===== src/rtl/data_mem_responder_pkg.sv =====
// Shared types for the data-side request responder: buffered request entry and
// responder FSM state encoding.
package data_mem_responder_pkg;

   typedef struct packed {
      logic        wr;
      logic        iscache;
      logic [31:0] addr;
      logic [2:0]  size;
      logic [3:0]  wstrb;
      logic [31:0] wdata;
   } data_req_entry_t;

   typedef enum logic [1:0] {
      RSP_IDLE,
      RSP_REQ,
      RSP_WAIT,
      RSP_RESP
   } rsp_state_t;

   function automatic logic [31:0] pack_addr(input logic [19:0] tag,
                                             input logic [7:0]  index,
                                             input logic [3:0]  offset);
      return {tag, index, offset};
   endfunction

endpackage


===== src/rtl/data_mem_responder_req_fifo.sv =====
// In-order request buffer: synchronous FIFO with power-of-two depth, exposing the
// head entry combinationally.
module req_fifo
   import data_mem_responder_pkg::*;
#(
   parameter int unsigned DEPTH = 2,
   parameter type         T     = data_req_entry_t
) (
   input  logic clk,
   input  logic reset,
   input  logic push,
   input  T     push_data,
   input  logic pop,
   output logic full,
   output logic empty,
   output T     head
);

   localparam int unsigned PTR_W = $clog2(DEPTH);
   localparam int unsigned CNT_W = $clog2(DEPTH) + 1;

   T                 mem_q [DEPTH];
   T                 mem_d [DEPTH];
   logic [PTR_W-1:0] wr_ptr_q, wr_ptr_d;
   logic [PTR_W-1:0] rd_ptr_q, rd_ptr_d;
   logic [CNT_W-1:0] count_q, count_d;

   // Pointers wrap naturally because DEPTH is a power of two.
   always_comb begin
      mem_d    = mem_q;
      wr_ptr_d = wr_ptr_q;
      rd_ptr_d = rd_ptr_q;
      count_d  = count_q;
      if (push) begin
         mem_d[wr_ptr_q] = push_data;
         wr_ptr_d        = wr_ptr_q + PTR_W'(1);
      end
      if (pop) begin
         rd_ptr_d = rd_ptr_q + PTR_W'(1);
      end
      case ({push, pop})
         2'b10:   count_d = count_q + CNT_W'(1);
         2'b01:   count_d = count_q - CNT_W'(1);
         default: count_d = count_q;
      endcase
   end

   always_ff @(posedge clk or posedge reset) begin
      if (reset) begin
         wr_ptr_q <= '0;
         rd_ptr_q <= '0;
         count_q  <= '0;
      end else begin
         wr_ptr_q <= wr_ptr_d;
         rd_ptr_q <= rd_ptr_d;
         count_q  <= count_d;
      end
   end

   // Storage needs no reset; validity is tracked by the count.
   always_ff @(posedge clk) begin
      mem_q <= mem_d;
   end

   assign full  = (count_q == CNT_W'(DEPTH));
   assign empty = (count_q == '0);
   assign head  = mem_q[rd_ptr_q];

endmodule


===== src/rtl/data_mem_responder.sv =====
// Data-side responder: buffers accepted pre-MEM requests in order, issues them one at
// a time to the backend memory port and returns one data_data_ok pulse per request.
module data_mem_responder
   import data_mem_responder_pkg::*;
#(
   parameter int unsigned DEPTH = 2
) (
   input  logic        clk,
   input  logic        reset,
   input  logic        data_req,
   input  logic        data_iscache,
   input  logic        data_wr,
   input  logic [3:0]  data_offset,
   input  logic [7:0]  data_index,
   input  logic [19:0] data_tag,
   input  logic [2:0]  data_size,
   input  logic [3:0]  data_wstrb,
   input  logic [31:0] data_wdata,
   output logic        data_addr_ok,
   output logic        data_data_ok,
   output logic [31:0] data_rdata,
   output logic        mem_req,
   output logic        mem_wr,
   output logic        mem_cached,
   output logic [31:0] mem_addr,
   output logic [2:0]  mem_size,
   output logic [3:0]  mem_wstrb,
   output logic [31:0] mem_wdata,
   input  logic        mem_gnt,
   input  logic        mem_rvalid,
   input  logic [31:0] mem_rdata
);

   data_req_entry_t push_entry;
   data_req_entry_t head_entry;
   data_req_entry_t issue_entry;
   logic            fifo_full;
   logic            fifo_empty;
   logic            push;
   logic            pop;
   logic            have_work;

   rsp_state_t      state_q, state_d;
   logic            mem_req_q, mem_req_d;
   data_req_entry_t mem_ent_q, mem_ent_d;
   logic            data_data_ok_q, data_data_ok_d;
   logic [31:0]     data_rdata_q, data_rdata_d;

   req_fifo #(
      .DEPTH (DEPTH),
      .T     (data_req_entry_t)
   ) u_req_fifo (
      .clk       (clk),
      .reset     (reset),
      .push      (push),
      .push_data (push_entry),
      .pop       (pop),
      .full      (fifo_full),
      .empty     (fifo_empty),
      .head      (head_entry)
   );

   always_comb begin
      push_entry.wr      = data_wr;
      push_entry.iscache = data_iscache;
      push_entry.addr    = pack_addr(data_tag, data_index, data_offset);
      push_entry.size    = data_size;
      push_entry.wstrb   = data_wstrb;
      push_entry.wdata   = data_wdata;

      data_addr_ok = data_req && !fifo_full;
      push         = data_addr_ok;
      have_work    = !fifo_empty || push;

      // The next head is the entry being pushed when the buffer is currently empty;
      // issuing it from the register keeps push->mem_req a one-cycle registered path.
      issue_entry = fifo_empty ? push_entry : head_entry;
      if (!issue_entry.wr) begin
         issue_entry.wstrb = '0;
      end

      state_d        = state_q;
      mem_req_d      = mem_req_q;
      mem_ent_d      = mem_ent_q;
      data_data_ok_d = 1'b0;
      data_rdata_d   = data_rdata_q;
      pop            = 1'b0;

      case (state_q)
         RSP_IDLE: begin
            if (have_work) begin
               state_d   = RSP_REQ;
               mem_req_d = 1'b1;
               mem_ent_d = issue_entry;
            end
         end
         RSP_REQ: begin
            if (mem_gnt) begin
               state_d   = RSP_WAIT;
               mem_req_d = 1'b0;
            end
         end
         RSP_WAIT: begin
            if (mem_rvalid) begin
               pop            = 1'b1;
               data_rdata_d   = head_entry.wr ? '0 : mem_rdata;
               data_data_ok_d = 1'b1;
               state_d        = RSP_RESP;
            end
         end
         RSP_RESP: begin
            if (have_work) begin
               state_d   = RSP_REQ;
               mem_req_d = 1'b1;
               mem_ent_d = issue_entry;
            end else begin
               state_d = RSP_IDLE;
            end
         end
         default: begin
            state_d   = RSP_IDLE;
            mem_req_d = 1'b0;
         end
      endcase
   end

   always_ff @(posedge clk or posedge reset) begin
      if (reset) begin
         state_q        <= RSP_IDLE;
         mem_req_q      <= 1'b0;
         mem_ent_q      <= '0;
         data_data_ok_q <= 1'b0;
         data_rdata_q   <= '0;
      end else begin
         state_q        <= state_d;
         mem_req_q      <= mem_req_d;
         mem_ent_q      <= mem_ent_d;
         data_data_ok_q <= data_data_ok_d;
         data_rdata_q   <= data_rdata_d;
      end
   end

   assign data_data_ok = data_data_ok_q;
   assign data_rdata   = data_rdata_q;
   assign mem_req      = mem_req_q;
   assign mem_wr       = mem_ent_q.wr;
   assign mem_cached   = mem_ent_q.iscache;
   assign mem_addr     = mem_ent_q.addr;
   assign mem_size     = mem_ent_q.size;
   assign mem_wstrb    = mem_ent_q.wstrb;
   assign mem_wdata    = mem_ent_q.wdata;

endmodule

===== config.mk =====
export PLATFORM = sky130hd
export DESIGN_NAME = data_mem_responder
export DESIGN_NICKNAME = d
export VERILOG_FILES = /design/src/rtl/data_mem_responder_pkg.sv /design/src/rtl/data_mem_responder_req_fifo.sv /design/src/rtl/data_mem_responder.sv
export SDC_FILE = /design/constraint.sdc
export NUM_CORES = 1
export LEC_CHECK = 0
export CELL_PAD_IN_SITES_DETAIL_PLACEMENT = 1
export CELL_PAD_IN_SITES_GLOBAL_PLACEMENT = 2
export CORE_ASPECT_RATIO = 0.8
export CORE_MARGIN = 2
export CORE_UTILIZATION = 37
export CTS_BUF_LIST = sky130_fd_sc_hd__clkbuf_2
export CTS_CLUSTER_SIZE = 40
export DETAILED_ROUTE_END_ITERATION = 8
export GPL_TIMING_DRIVEN = 0
export PLACE_DENSITY = 0.94
export SETUP_SLACK_MARGIN = 0.3
export SLEW_MARGIN = 20
export SYNTH_ARGS = -nofsm -noshare
export SYNTH_HDL_FRONTEND = slang
export SYNTH_HIERARCHICAL = 1
export SYNTH_SLANG_ARGS = --single-unit

===== constraint.sdc =====
create_clock -name clk -period 5.5 [get_ports clk]
set_input_delay 0.825 -clock clk [delete_from_list [all_inputs] [get_ports clk]]
set_output_delay 0.825 -clock clk [all_outputs]
set_load 0.01 [all_outputs]

Word-level counts from Yosys, hierarchy flattened:

Cells that the tools add are included.

* multiplexer cells: 20
* bitwise logic cells: 2
* add/sub/neg operators: 4
* reductions and logical operators: 14
* magnitude comparators: 3
* equal/unequal tests: 10

Operator list (count)
* 2-to-1 mux 73 bit: 5
* bitwise mux 146 bit: 1
* demux 73 bit (select 1 bit): 1
* 2-to-1 mux 32 bit: 1
* equality test 2 bit (second input constant): 4
* case mux 2 bit (4 select lines): 1
* 2-to-1 mux 2 bit: 3
* inequality test 2 bit (second input constant): 3
* AND reduction 3 bit: 2
* 2-to-1 mux 1 bit: 5
* equality test 2 x 1 -> 1 bit (second input constant): 2
* greater-or-equal comparator 2 bit (second input constant): 2
* logical NOT 2 bit: 2
* 2-to-1 mux 4 bit: 1
* inverter 1 -> 2 bit: 2
* case mux 2 bit (2 select lines): 1
* AND reduction 2 bit: 2
* nonzero test 2 bit: 2
* adder 1 bit (second input constant): 2
* adder 2 x 1 -> 2 bit (second input constant): 1
* logical AND 1 bit: 2
* logical NOT 1 bit: 2
* less-than comparator 2 x 1 -> 1 bit (second input constant): 1
* inequality test 2 x 1 -> 1 bit (second input constant): 1
* other kinds (4): 4

* word-level logic and storage cells: 78
* input bits: 110
* register bits: 259

Logic depth before layout (Yosys ltp):

* depth after elaboration: 6
* depth in mapped cells: 10
* mapped depth without buffers: 8

Modules after synthesis:

The synthesis kept the hierarchy.

Modules (own cells, without submodules)
* req_fifo: cells an instance 244, times used 1, area an instance 5703.0 um^2, sequential area each 4484.3 um^2
* data_mem_responder: cells an instance 489, times used 1, area an instance 4983.5 um^2, sequential area each 2727.6 um^2

Worst setup path after synthesis:

Ideal clock, no wire load.

* path type: input port to flip-flop
* from: input data_req
* to: register u_req_fifo/mem_q[100] in the netlist's numbering, enable pin
* path buffers: 0
* slack: 0.805 ns
* data required time: 4.996 ns
* arrival time: 4.191 ns
* stages on the path: 4
* library setup time: 0.504 ns
* cell sequence: nand2b_4 inv_1 inv_1 nor2_1

* word-level cells in the longest chain between the ends: 1

RTL lines
* start: declaration: line data_mem_responder.sv:10 `input logic data_req,`
* logical AND 1 bit: line data_mem_responder.sv:71 `data_addr_ok = data_req && !fifo_full;`
* net data_addr_ok: line data_mem_responder.sv:19 `output logic data_addr_ok,`
* end signal: assignment: line data_mem_responder_req_fifo.sv:62 `mem_q <= mem_d;`
* end: declaration: line data_mem_responder_req_fifo.sv:22 `T mem_q [DEPTH];`

The timed path passes the listed nets, and every way through them passes these cells.
A chain may end at the register's enable or synchronous reset.

Worst setup path after layout:

* from: register u_req_fifo.count_q[1]
* to: output data_addr_ok

* word-level cells in the longest chain between the ends: 3

RTL lines
* start: declaration: line data_mem_responder_req_fifo.sv:26 `logic [CNT_W-1:0] count_q, count_d;`
* start signal: assignment: line data_mem_responder_req_fifo.sv:56 `count_q <= count_d;`
* equality test 2 bit: line data_mem_responder_req_fifo.sv:65 `assign full = (count_q == CNT_W'(DEPTH));`
* net fifo_full: line data_mem_responder.sv:37 `logic fifo_full;`
* logical NOT 1 bit: line data_mem_responder.sv:71
* logical AND 1 bit: line data_mem_responder.sv:71
* end: declaration: line data_mem_responder.sv:19

The timed path passes the listed nets, and every way through them passes these cells.

==> results.md <==
- Status: complete, no violations
- Req. time, crit path: approximately 4700 ps
- Setup bufs post-CTS: 0
- Routed Antenna Nets: 0
- CP Capture Type: primary output
- Post-synthesis adder-cell area fraction: 0.702%
- Initial Utilization: 37.7%
- Slew HR: 60.7%
- Synth Cell Area: 10,700 µm²
- Total Routing Usage GR: 19.0%
- Switching power total: 0.00310 W
- Synth top area share: about 41%
- Compound-Gate Fraction of Synth Area: 5.54%
- Worst EP arrival: 2280 ps
- Mapped Avg Cell Area: 14.6 µm²
- Cell internal pwr: 0.00522 W
- DRC viols: 0
- Final Max Tran Viols: 0
- Avg Vias per Cell: 4.82
- Largest family of logic cells by synthesized area: multiplexers
- Max Clock Skew: ~47 ps
- Syn_nets: 849
- Synth warnings: 6
- Ranking of synthesized cells by area: edfxtp_1 (41%), dfrtp_1 (26%), mux2_4 (8.4%)
- Post-Synthesis Cells: 733
- GRT overflow: 0
- WS Path Type: reg2out
- Clock Sinks: ~260
- Most frequent cells in the layout: clkdlybuf4s50_1 (217), edfxtp_1 (146), dfrtp_1 (113)
- H-tree levels: 3
- Initial antenna violation count: 3
- Largest net degree at the start of global routing: 67
- Crit path from: u_req_fifo/count_q[1]$_DFFE_PP0P_
- Num ports: around 220
- Hold Crit Class: in2async
- Global-route wire length before repair: 44.3 mm
- Synth Area in XOR/XNOR: 0.410%
- Sw frac: a little under two fifths
- # setup viols final: 0
- WHS: 331 ps
- Via Count: 6,999
- Clock Path Buffers: 3
- Unrepaired setup endpoints after global routing: false
- WL final: 28.4 mm
- Pre-CTS setup slack: 2440 ps
- Final #Nets: 1,141
- HPWL after detailed placement: 19.3 mm
- Tmin final: 3100 ps
- CTS tree: built
- Fmax: 323 MHz
- Avg WL per Cell: 19.6 µm
- Clock-pin slew on the worst setup and hold paths: 90 ps
- CTS hold repair buffers: 0
- Initial drt markers: approximately 190
- Core area: between 20,000 and 30,000 µm²
- Port-buffer cells: 217
- Simple-gate share of the synthesized area: 6.24%
- Max_cap viols: 0
- Clock Power Share: 16.9%
- Final worst slack: 2400 ps
- Vias in the first global route: 7,862
- Layout cell share with drive strength beyond 1: 21.3%
- Post-CTS sizing: 0
- Worst Max-Slew Pin Slew: 589 ps
- Die Span Y: 156 µm
- CTS root buf: clkbuf_2
- Crit-path max FO: 6
- Largest area contributor in the netlist: edfxtp_1
- PwrDens: 589 nW/µm²
- FP Rows: 55
- Commonest non-fill, non-tap cell in the layout: clkdlybuf4s50_1
- CP cell instances: nor2b_1 -> nand2b_4 -> inv_1 -> clkdlybuf4s50_1
- Worst setup SP type: flop
- TritonRoute pass-1 iters: 4
- Post-synthesis mux area share: 16.6%
- Fin crit share: 56.4%
- Pwr Total: 0.00831 W
- Die X: 194 µm
- Die area: 30,300 µm²
- Register area share after synthesis: between 60% and 70%
- Crit path largest cell delay: 590 ps
- Sequential Power Share: 36.7%
- Final Hold Vio Count: 0
- Yosys reg bits: 259
- FF-to-FF Start: state_q[0]$_DFFE_PP0P_
- Leakage power: around 5.7 nW
- Latest clock arrival within the worst-skew pair: 820 ps
- Netlist cell types: 28
- VDD IR-drop max: 0.000264 V
- Synth-to-Final Area Change: 32.1%
- RD Place Congestion: approximately 0.74
- CP max stage cell: clkdlybuf4s50_1
- Combinational Power Share: 46.4%
- CTS buffer count: a little under 70
-- power groups by stage --
stage	logic, W	registers (W)	clock network [W]
after floorplan	0.00212	0.00321	0
after global placement	0.00373	0.00310	0
after detailed placement	0.00391	0.00309	0
after CTS	0.00394	0.00306	0.00147
after global routing	0.00421	0.00312	0.00156
final	0.00385	0.00305	0.00140
-- cell type report --
class                      count  area [µm²]
fill                        2973       14200
sequential                   259        7210
multi-input combinational    419        3170
timing repair buffer         222        2290
clock buffer                 110         551
tap                          370         463
buffer                        42         269
clock inverter                15         109
inverter                      13        53.8
antenna                        1        2.50
-- worst max-delay path: cells and delay by family, from the launching register on --
kind | cells | cell delay, ps
buf+inv | 2 | 770
flops | 1 | 410
simple gates | 2 | 300
-- through the flow --
| step | cell area [µm²] | TNS, ps | utilization, % | std cells |
|---|---|---|---|---|
| final | 14100 | 0 | 49.8 | 1451 |
| after global routing | 14100 | 0 | 49.8 | 1450 |
| after CTS | 14100 | 0 | 49.8 | 1450 |
| after detailed placement | 13500 | 0 | 47.5 | 1325 |
| after global placement | 13300 | -183400 | 47.0 | 1320 |
| after floorplan | 10700 | 0 | - | 733 |
-- routing by layer --
layer / vias up / global-route usage (%) / wire length [µm] / share of wire (%)
met5: - / 0 / 26 / 0.091
met4: 4 / 5.92 / 411 / 1.4
met3: 42 / 6.05 / 1770 / 6.2
met2: 215 / 30.6 / 13300 / 47
met1: 3488 / 24.6 / 12900 / 45
li1: 3250 / - / - / -
-- worst paths after layout --
kind | to | slack [ps] | depth (start not counted)
setup / recovery | data_addr_ok | 2400 | 4
hold / removal | u_req_fifo/wr_ptr_q$_DFFE_PP0P_ | 330 | 2
setup reg to reg | u_req_fifo/count_q[1]$_DFFE_PP0P_ | 3010 | 9
hold reg to reg | data_rdata[30]$_DFFE_PP0P_ | 490 | 2
max in group asynchronous | mem_wdata[3]$_DFFE_PP0P_ | 4330 | 3
min in group clk | data_rdata[30]$_DFFE_PP0P_ | 490 | 2
-- state kept, by name, summed over array words and instances, names as in the netlist --
register             cells
mem_wstrb                4
data_data_ok             1
mem_wdata               32
mem_req                  1
u_req_fifo/mem_q       146
state_q                  2
u_req_fifo/rd_ptr_q      1
data_rdata              32
mem_cached               1
mem_wr                   1
mem_addr                32
u_req_fifo/count_q       2
mem_size                 3
u_req_fifo/wr_ptr_q      1
-- synth_stat cells (all sizes together) --
cell and n:
edfxtp 146, nor2b 2, clkbuf 9, xor2 3, o22ai 4, nand3 1, a221o 1, mux2i 72
o221ai 2, nor2 72, buf 33, o21ai 33, xnor2 2, inv 13, and2 1, a21oi 71
mux2 74, ha 6, a21o 1, nand2b 35, dfrtp 113, nand2 39
-- cells by family after synthesis --
group,Yosys count
AO/OA/AOI/OAI,112
XOR/XNOR,5
adder cells (fa/ha/maj),6
buffers and inverters,55
flip-flops,259
multiplexers,146
AND/OR/NAND/NOR,150
Power figures use the tool's default switching activity.
